### src/rtl/acc_job_arbiter_pkg.sv
// Shared types and defaults for the accelerator job arbiter and the register-map block.
package acc_ctrl_pkg;

  localparam int ACC_ARB_NREQ_DEF    = 4;
  localparam int ACC_ARB_TIMEOUT_DEF = 1024;
  localparam int ACC_ARB_CNT_W_DEF   = 32;

  // Same encoding is decoded by the register map to report an idle core
  localparam logic [1:0] ACC_ARB_IDLE = 2'b00;

  typedef enum logic [1:0] {
    ARB_IDLE  = ACC_ARB_IDLE,
    ARB_START = 2'b01,
    ARB_WAIT  = 2'b10,
    ARB_DONE  = 2'b11
  } acc_arb_state_t;

endpackage

### src/rtl/acc_job_arbiter_if.sv
// Requester and core-side handshake bundle of acc_job_arbiter.
interface acc_job_arbiter_if #(
  parameter int NREQ  = 4,
  parameter int CNT_W = 32
);
  logic [NREQ-1:0]  i_req;
  logic [NREQ-1:0]  o_gnt;
  logic [NREQ-1:0]  o_done;
  logic [NREQ-1:0]  o_err;
  logic             o_acc_start;
  logic             i_acc_finish;
  logic             o_busy;
  logic [CNT_W-1:0] o_cycles;

  modport slave (
    input  i_req, i_acc_finish,
    output o_gnt, o_done, o_err, o_acc_start, o_busy, o_cycles
  );

  modport master (
    output i_req, i_acc_finish,
    input  o_gnt, o_done, o_err, o_acc_start, o_busy, o_cycles
  );
endinterface

### src/rtl/acc_job_arbiter_rr_pick.sv
// Round-robin picker: first requester strictly after last_ptr, with wrap-around.
module acc_rr_pick #(
  parameter int NREQ  = 4,
  parameter int IDX_W = $clog2(NREQ)
) (
  input  logic [NREQ-1:0]  req,
  input  logic [IDX_W-1:0] last_ptr,
  output logic [NREQ-1:0]  gnt,
  output logic [IDX_W-1:0] gnt_idx
);

  logic             found;
  logic [IDX_W-1:0] idx;

  always_comb begin
    gnt     = '0;
    gnt_idx = '0;
    found   = 1'b0;
    idx     = '0;
    for (int unsigned i = 1; i <= NREQ; i++) begin
      idx = IDX_W'((32'(last_ptr) + i) % NREQ);
      if (!found && req[idx]) begin
        found      = 1'b1;
        gnt[idx]   = 1'b1;
        gnt_idx    = idx;
      end
    end
  end

endmodule

### src/rtl/acc_job_arbiter.sv
// Round-robin job arbiter/sequencer in front of custom_acc_top start/finish pins.
// Optional watchdog on the WAIT phase: define ACC_JOB_ARBITER_TIMEOUT_EN.
import acc_ctrl_pkg::*;

module acc_job_arbiter #(
  parameter int NREQ         = ACC_ARB_NREQ_DEF,
  parameter int START_CYCLES = 1,
  parameter int TIMEOUT      = ACC_ARB_TIMEOUT_DEF,
  parameter int CNT_W        = ACC_ARB_CNT_W_DEF
) (
  input logic               clk,
  input logic               reset,
  acc_job_arbiter_if.slave  bus
);

  localparam int IDX_W = $clog2(NREQ);

  if (NREQ < 2 || NREQ > 8 || START_CYCLES < 1 || START_CYCLES > 255 ||
      TIMEOUT < 1 || CNT_W < 1) begin : g_param_check
    $error("acc_job_arbiter: parameter out of range");
  end

  acc_arb_state_t   state_q, state_d;
  logic [NREQ-1:0]  gnt_q, gnt_d;
  logic [IDX_W-1:0] gnt_idx_q, gnt_idx_d;
  logic [IDX_W-1:0] last_ptr_q, last_ptr_d;
  logic [7:0]       start_cnt_q, start_cnt_d;
  logic [CNT_W-1:0] cnt_q, cnt_d;
  logic [CNT_W-1:0] cycles_q, cycles_d;
  logic [NREQ-1:0]  done_q, done_d;
  logic [NREQ-1:0]  err_q, err_d;
  logic             finish_q;

  logic [NREQ-1:0]  pick_gnt;
  logic [IDX_W-1:0] pick_idx;
  logic [CNT_W-1:0] cnt_inc;
  logic             finish_edge;
  logic             timeout_hit;

  acc_rr_pick #(.NREQ(NREQ), .IDX_W(IDX_W)) u_pick (
    .req      (bus.i_req),
    .last_ptr (last_ptr_q),
    .gnt      (pick_gnt),
    .gnt_idx  (pick_idx)
  );

  assign cnt_inc     = (cnt_q == '1) ? cnt_q : cnt_q + CNT_W'(1);
  assign finish_edge = bus.i_acc_finish & ~finish_q;

`ifdef ACC_JOB_ARBITER_TIMEOUT_EN
  assign timeout_hit = (cnt_inc == CNT_W'(TIMEOUT));
`else
  assign timeout_hit = 1'b0;
`endif

  // Grant clears and done pulses on the same edge, so done is its own register
  always_comb begin
    state_d     = state_q;
    gnt_d       = gnt_q;
    gnt_idx_d   = gnt_idx_q;
    last_ptr_d  = last_ptr_q;
    start_cnt_d = start_cnt_q;
    cnt_d       = cnt_q;
    cycles_d    = cycles_q;
    done_d      = '0;
    err_d       = '0;
    case (state_q)
      ARB_IDLE: begin
        if (|bus.i_req) begin
          gnt_d       = pick_gnt;
          gnt_idx_d   = pick_idx;
          start_cnt_d = '0;
          state_d     = ARB_START;
        end
      end
      ARB_START: begin
        if (start_cnt_q == 8'(START_CYCLES - 1)) begin
          cnt_d   = '0;
          state_d = ARB_WAIT;
        end else begin
          start_cnt_d = start_cnt_q + 8'd1;
        end
      end
      ARB_WAIT: begin
        cnt_d = cnt_inc;
        if (finish_edge || timeout_hit) begin
          done_d     = gnt_q;
          err_d      = finish_edge ? '0 : gnt_q;
          cycles_d   = cnt_inc;
          last_ptr_d = gnt_idx_q;
          gnt_d      = '0;
          state_d    = ARB_DONE;
        end
      end
      ARB_DONE: state_d = ARB_IDLE;
      default:  state_d = ARB_IDLE;
    endcase
  end

  always_ff @(posedge clk or negedge reset) begin
    if (!reset) begin
      state_q     <= ARB_IDLE;
      gnt_q       <= '0;
      gnt_idx_q   <= '0;
      last_ptr_q  <= IDX_W'(NREQ - 1);
      start_cnt_q <= '0;
      cnt_q       <= '0;
      cycles_q    <= '0;
      done_q      <= '0;
      err_q       <= '0;
      finish_q    <= 1'b0;
    end else begin
      state_q     <= state_d;
      gnt_q       <= gnt_d;
      gnt_idx_q   <= gnt_idx_d;
      last_ptr_q  <= last_ptr_d;
      start_cnt_q <= start_cnt_d;
      cnt_q       <= cnt_d;
      cycles_q    <= cycles_d;
      done_q      <= done_d;
      err_q       <= err_d;
      finish_q    <= bus.i_acc_finish;
    end
  end

  assign bus.o_gnt       = gnt_q;
  assign bus.o_done      = done_q;
  assign bus.o_err       = err_q;
  assign bus.o_acc_start = (state_q == ARB_START);
  assign bus.o_busy      = (state_q != ARB_IDLE);
  assign bus.o_cycles    = cycles_q;

endmodule

### src/flat_wrapper.sv
// flat-port wrapper written by rule: the top's interface ports become plain ports
module acc_job_arbiter_flat 
#(
  parameter int NREQ         = ACC_ARB_NREQ_DEF,
  parameter int START_CYCLES = 1,
  parameter int TIMEOUT      = ACC_ARB_TIMEOUT_DEF,
  parameter int CNT_W        = ACC_ARB_CNT_W_DEF
)
  (clk, reset, bus_i_req, bus_i_acc_finish, bus_o_gnt, bus_o_done, bus_o_err, bus_o_acc_start, bus_o_busy, bus_o_cycles);
  acc_job_arbiter_if #(.NREQ(NREQ), .CNT_W(CNT_W)) bus_i ();
  input logic clk;
  input logic reset;
  input wire logic [$bits(bus_i.i_req)-1:0] bus_i_req;
  input wire logic [$bits(bus_i.i_acc_finish)-1:0] bus_i_acc_finish;
  output wire logic [$bits(bus_i.o_gnt)-1:0] bus_o_gnt;
  output wire logic [$bits(bus_i.o_done)-1:0] bus_o_done;
  output wire logic [$bits(bus_i.o_err)-1:0] bus_o_err;
  output wire logic [$bits(bus_i.o_acc_start)-1:0] bus_o_acc_start;
  output wire logic [$bits(bus_i.o_busy)-1:0] bus_o_busy;
  output wire logic [$bits(bus_i.o_cycles)-1:0] bus_o_cycles;
  assign bus_i.i_req = bus_i_req;
  assign bus_i.i_acc_finish = bus_i_acc_finish;
  assign bus_o_gnt = bus_i.o_gnt;
  assign bus_o_done = bus_i.o_done;
  assign bus_o_err = bus_i.o_err;
  assign bus_o_acc_start = bus_i.o_acc_start;
  assign bus_o_busy = bus_i.o_busy;
  assign bus_o_cycles = bus_i.o_cycles;
  acc_job_arbiter #(.NREQ(NREQ), .START_CYCLES(START_CYCLES), .TIMEOUT(TIMEOUT), .CNT_W(CNT_W)) u_core (.clk(clk), .reset(reset), .bus(bus_i));
endmodule
### config.mk
export PLATFORM = sky130hd
export DESIGN_NAME = acc_job_arbiter_flat
export DESIGN_NICKNAME = d
export VERILOG_FILES = /design/src/rtl/acc_job_arbiter_pkg.sv /design/src/rtl/acc_job_arbiter_if.sv /design/src/rtl/acc_job_arbiter_rr_pick.sv /design/src/rtl/acc_job_arbiter.sv /design/src/flat_wrapper.sv
export SDC_FILE = /design/constraint.sdc
export NUM_CORES = 1
export LEC_CHECK = 0
export CAP_MARGIN = 15
export CORE_MARGIN = 4
export CORE_UTILIZATION = 35
export DETAILED_ROUTE_END_ITERATION = 7
export PLACE_DENSITY_LB_ADDON = 0.25
export SETUP_SLACK_MARGIN = 0.05
export SYNTH_ARGS = -nofsm -noshare
export SYNTH_HDL_FRONTEND = slang
export SYNTH_HIERARCHICAL = 1
export SYNTH_SLANG_ARGS = --single-unit
### constraint.sdc
create_clock -name clk -period 2.6 [get_ports clk]
set_clock_uncertainty 0.05 [all_clocks]
set_input_delay 0.78 -clock clk [delete_from_list [all_inputs] [get_ports clk]]
set_output_delay 0.78 -clock clk [all_outputs]
set_load 0.03 [all_outputs]
## Yosys cells after proc, flatten, opt, wreduce, memory -nomap -nowiden

Cells that the tools add are included.

- Reductions and logical operators: 23
- Bitwise gates (word level): 5
- Magnitude comparators: 8
- Multiplexer cells: 42
- Equality and inequality tests: 8
- $add $sub $neg: 6

Operator list:

| kind | count |
|---|---|
| 32-bit 2-to-1 mux | 2 |
| 32-bit one-hot mux with 2 select lines | 1 |
| 32-bit by 1-bit adder with 32-bit output (second input constant) | 1 |
| 32-bit == test (second input constant) | 1 |
| 4-bit 2-to-1 mux | 8 |
| 8-bit 2-to-1 mux | 2 |
| 8-bit one-hot mux with 2 select lines | 1 |
| 2-bit 2-to-1 mux | 7 |
| 2-bit by 3-bit < comparator with 1-bit output (second input constant) | 4 |
| 4-bit OR | 3 |
| 1-bit 2-to-1 mux | 11 |
| 3-bit AND reduction | 3 |
| 8-bit by 1-bit adder with 8-bit output (second input constant) | 1 |
| 1-bit binary-select mux with 2-bit select | 4 |
| 1-bit demux with 2-bit select | 4 |
| 2-bit by 1-bit >= comparator with 1-bit output (second input constant) | 4 |
| 8-bit zero test | 1 |
| 2-bit one-hot mux with 4 select lines | 1 |
| 4-bit one-hot mux with 2 select lines | 1 |
| 2-bit nonzero test | 4 |
| 1-bit logical AND | 7 |
| 2-bit by 1-bit inequality test with 1-bit output (second input constant) | 3 |
| 2-bit AND reduction | 3 |
| 2-bit by 1-bit adder with 2-bit output (second input constant) | 2 |
| other kinds (9) | 13 |

- Output and inout bits: 46
- Logic and storage cells: 101
- Bits in registers: 87

## Longest topological paths before layout

- Word-level depth: 15
- Gate-level depth with buffers: 9
- Mapped depth without buffers: 8

## Cells and area by module

The synthesis kept the hierarchy.

Modules (own cells, without submodules):

| module | cells an instance | instances | area each (um^2) | sequential area each (um^2) |
|---|---|---|---|---|
| acc_job_arbiter | 533 | 1 | 4855.9 | 2179.6 |
| acc_rr_pick | 59 | 1 | 490.5 | 0.0 |

## Worst setup path after synthesis

No wires, ideal clock.

- Path type: register -> register
- Start: register u_core.last_ptr_q[0]
- End: register u_core.gnt_q[2], in the netlist u_core/bus.o_gnt[2]
- Data arrival time: 2.242 ns
- Setup slack: 0.165 ns
- Path buffers: 1
- Stages on the path, launching flop included: 10
- Required time: 2.407 ns
- Setup time: 0.143 ns
- Path through: dfstp_2 -> buf_4 -> inv_1 -> ha_1 -> mux4_2 -> nand2_1 -> o21ai_1 -> a221o_1 -> a31oi_1 -> o22ai_1

- Word-level cells in the longest chain between the ends: 15
- Elaborated cells on any way between the ends: 50
- Those cells by class: add/sub: 4; order compare: 8; mux: 25; bitwise: 3; reduce/logical: 10

Ends and longest elaborated chain:

| element | line | source |
|---|---|---|
| start: declaration | acc_job_arbiter.sv:26 | `logic [IDX_W-1:0] last_ptr_q, last_ptr_d;` |
| start signal: assignment | acc_job_arbiter.sv:105 | `last_ptr_q <= IDX_W'(NREQ - 1);` |
| start signal: assignment | acc_job_arbiter.sv:116 | `last_ptr_q <= last_ptr_d;` |
| parallel branches: the longest is 12 deep, another holds 2-bit by 3-bit < comparator with 1-bit output | - |  |
| 4-bit 2-to-1 mux * | acc_job_arbiter_rr_pick.sv:22 | `if (!found && req[idx]) begin` |
| net u_core.pick_gnt[2] | acc_job_arbiter.sv:34 | `logic [NREQ-1:0] pick_gnt;` |
| 4-bit 2-to-1 mux * | acc_job_arbiter.sv:69 | `if (\|bus.i_req) begin` |
| 4-bit one-hot mux with 2 select lines * | acc_job_arbiter.sv:67 | `case (state_q)` |
| end signal: assignment | acc_job_arbiter.sv:114 | `gnt_q <= gnt_d;` |
| end: declaration | acc_job_arbiter.sv:24 | `logic [NREQ-1:0] gnt_q, gnt_d;` |

Mark *: on every way through the listed nets, which the timed path passes. The select of a mux whose other input is x is not followed.
A chain may end at the register's enable or synchronous reset.

## Worst setup path in the final report

- Start: input port bus_i_req[1]
- End: register u_core.gnt_q[3], in the netlist u_core/bus.o_gnt[3]

- Word-level cells in the longest chain between the ends: 14
- Elaborated cells on any way between the ends: 29
- Those cells by class: eq/ne: 1; mux: 17; bitwise: 3; reduce/logical: 8

Ends and longest elaborated chain:

| element | line | source |
|---|---|---|
| start: declaration | flat_wrapper.sv:13 | `input wire logic [$bits(bus_i.i_req)-1:0] bus_i_req;` |
| 1-bit binary-select mux with 2-bit select | acc_job_arbiter_rr_pick.sv:22 |  |
| 1-bit 2-to-1 mux (implied by the code) | acc_job_arbiter_rr_pick.sv:22 |  |
| 1-bit 2-to-1 mux | acc_job_arbiter_rr_pick.sv:22 |  |
| 1-bit zero test | acc_job_arbiter_rr_pick.sv:22 |  |
| 1-bit logical AND | acc_job_arbiter_rr_pick.sv:22 |  |
| 1-bit 2-to-1 mux | acc_job_arbiter_rr_pick.sv:22 |  |
| 1-bit zero test | acc_job_arbiter_rr_pick.sv:22 |  |
| 1-bit logical AND | acc_job_arbiter_rr_pick.sv:22 |  |
| 1-bit 2-to-1 mux | acc_job_arbiter_rr_pick.sv:22 |  |
| 1-bit zero test | acc_job_arbiter_rr_pick.sv:22 |  |
| 1-bit logical AND | acc_job_arbiter_rr_pick.sv:22 |  |
| 4-bit 2-to-1 mux * | acc_job_arbiter_rr_pick.sv:22 |  |
| net u_core.pick_gnt[3] | acc_job_arbiter.sv:34 |  |
| 4-bit 2-to-1 mux * | acc_job_arbiter.sv:69 |  |
| 4-bit one-hot mux with 2 select lines * | acc_job_arbiter.sv:67 |  |

The timed path passes the listed nets; every way through them passes the cells marked *. The select of a mux whose other input is x is not followed.

==> out/metrics.cfg <==
[die]
die_w_um = 132
pin_count = 53
die_height_um = 132
start_util_pct = 36.2
rows = 44
die_area_um2 = 17300
design.core.area_um2 = 14800

[timing]
relSlewSlack_pct = 61.5
max_freq_mhz = 405
worst_pin_slew_ns = 0.573
hold_viol_final = 0
whs_ns = 0.417
setup_viol = 0
rsz0062_at_grt = no
finalCritPeriodShare_pct = 95.0
fin_crit_ns = 2.47
drv_slew = 0

[pwr]
power_density_nw_per_um2 = 984
peakVddDrop_mv = 0.403
power_frac_clock_pct = 23.6
switching_share_pct = 40.4
seqPwrFrac_pct = 28.4
p_leak_nw = 2.68
intPower_mw = 3.86
switchingPower_mw = 2.62
p_comb_share_pct = 48.0
p_total_mw = 6.48

[setup_path]
cp_max_fo = 7
worst_ep_required_time_ns = 2.77
crit_arrival_ns = 2.64
rrSetupSlack_ns = 0.19
path_class = primary input to flop
crit_path_end_kind = flop
rr_endpoint = u_core/bus.o_cycles[2]
ff2ff_path_depth = 6
cp-start-kind = primary input
rr_startpoint = u_core/cnt_q[0]

[global_route]
grt_overflow = 0
grt_pass1_wl_um = 23700
antenna_found_initial = 0
grt_util_all_layers_pct = 16.5
grt_max_degree = 88
grt_pass1_vias = 4638

[flow_run]
cap_violations = 0

[detailed_routing]
drt-pass1-iter-count = 5
wl_per_cell_um = 16.9
vias = 4804
viasPerCell = 5.69
routed_wl_um = 14300
drc = 0
drt_iter0_markers = 309
ant_nets = 0

[yosys]
synth_cell_type_count = 76
ys_seq_elements = 87
ys_seq_area_share_pct = 40.8
synth_warnings = 6
syn_inst = 592
synth_edf_count = 0
avgSynthCellArea_um2 = 9.03
async_flop_share_pct = 100
post_synth_instance_area_um2 = 5350
ys.flop_type = dfrtp_1

[worst_hold_path]
hold_class = primary input to async pin

[cts]
hold_buffers = 0
cts.clk_slew.worst_paths_ns = 0.07
cts_made_buffers = 9
worstSkewPairLatency_ns = 0.35
clockBufferDepth = 2
cts_tree = built
clock-sinks = 87
cts_max_level = 3
cts-root-buf = clkbuf_16

[cells_and_area]
stdcell_area_um2 = 6590
stdcell_count = 844
final_common_cell = dfrtp_1
drive_gt1_share_pct = 13.8
final_cell_mix = 85 x dfrtp_1, 69 x nand2_1, 44 x clkdlybuf4s50_1, 43 x nor2_1, 39 x buf_4
n_antenna_cell = 0
final_util_pct = 44.7
fin_nets = 677
syn_to_final_growth_pct = 23.2

[outcome]
status = completed

[place]
dp_hpwl_um = 10000
routabilityCongestion = 0.870
place_area_um2 = 6200
placed_cells = 827
port-buffer-count = 48

-- sequential cells by signal, summed over array words and instances, names as in the netlist --
name / cells
u_core/cnt_q: 32
u_core/state_q: 2
u_core/last_ptr_q: 2
u_core/bus.o_done: 4
u_core/bus.o_gnt: 4
u_core/finish_q: 1
u_core/bus.o_cycles: 32
u_core/gnt_idx_q: 2
u_core/start_cnt_q: 8
-- cell type report --
class,instances,area [µm²]
Fill cell,1425,8170
Multi-Input combinational cell,446,2930
Sequential cell,87,2180
Timing Repair Buffer,89,823
Clock buffer,11,243
Tap cell,184,230
Clock inverter,5,105
Inverter,22,82.6
-- Yosys cell counts (7+ instances only) --
master | instances | area share [%]
dfrtp_1 | 85 | 40
nand2_1 | 69 | 4.8
nor2_1 | 45 | 3.2
o21ai_0 | 37 | 3.5
a31oi_1 | 33 | 3.9
nand3_1 | 31 | 2.9
inv_1 | 21 | 1.5
clkbuf_1 | 20 | 1.4
nand4_1 | 16 | 1.9
ha_1 | 15 | 3.5
a21oi_1 | 14 | 1.3
o21ai_1 | 14 | 1.3
or3_1 | 12 | 1.4
or4_1 | 12 | 1.7
and3_1 | 11 | 1.3
buf_2 | 10 | 0.94
o31ai_1 | 10 | 1.4
xnor2_1 | 10 | 1.6
buf_4 | 7 | 0.98
o211ai_1 | 7 | 0.98
o311ai_0 | 7 | 1.1
-- power by group through the flow --
stage                     Combinational (mW)  Sequential, mW  Clock, mW
final                                   3.11            1.84       1.53
after global routing                    3.36            1.89       1.61
after CTS                               3.09            1.85       1.57
after detailed placement                3.09            1.88          0
after global placement                  3.05            1.86          0
after floorplan                         1.47            2.28          0
-- logic make-up (layout without fill, tap and decap cells) --
group	Yosys count	count (layout)	share of synthesized area, %
simple gates	241	241	24.9
xor+xnor	16	16	2.62
buf+inv	62	127	5.38
fa+ha+maj	15	15	3.51
mux	7	7	1.87
other cells	1	4	0.0701
flops	87	87	40.8
compound gates	163	163	20.9
-- worst max-delay path by stage --
stage	slack (ns)	start	end
floorplan	0.17	u_core/last_ptr_q[0]	u_core/bus.o_gnt[2]
global placement	-0.18	bus_i_req[3]	u_core/bus.o_gnt[1]
detailed placement	-0.26	bus_i_req[3]	u_core/bus.o_gnt[3]
CTS	0.08	u_core/state_q[1]	u_core/cnt_q[27]
global route	0.05	u_core/cnt_q[0]	u_core/bus.o_cycles[5]
finish	0.13	bus_i_req[1]	u_core/bus.o_gnt[3]
-- layer usage --
metal | wire length, µm | part of all wire [%] | global-route usage (%) | vias to the layer above
met2 | 6950 | 49 | 27.4 | 109
met5 | 0 | 0 | 0 | -
li1 | - | - | - | 2323
met1 | 6520 | 46 | 21.7 | 2354
met3 | 582 | 4.1 | 2.94 | 18
met4 | 228 | 1.6 | 6.18 | 0
-- timing repair --
action / CTS / global route
setup buffers: 0 / 1
endpoints found under the setup margin: 3 / 23
pin swaps: 0 / 2
gates resized for setup: 3 / 5
cloned: 0 / 0
-- critical path, cell delays in order --
cell and delay, ns:
clkdlybuf4s50_1 0.52, mux4_2 0.60, nand2_1 0.13, o21ai_1 0.06
a221o_1 0.26, a31oi_1 0.17, o22ai_1 0.10
-- per-stage QoR --
step | worst slack [ns] | TNS (ns)
global route | 0.0541 | 0
floorplan | 0.165 | 0
finish | 0.130 | 0
detailed placement | -0.264 | -1.80
CTS | 0.0773 | 0
global placement | -0.180 | -1.16
Power figures use the tool's default switching activity.
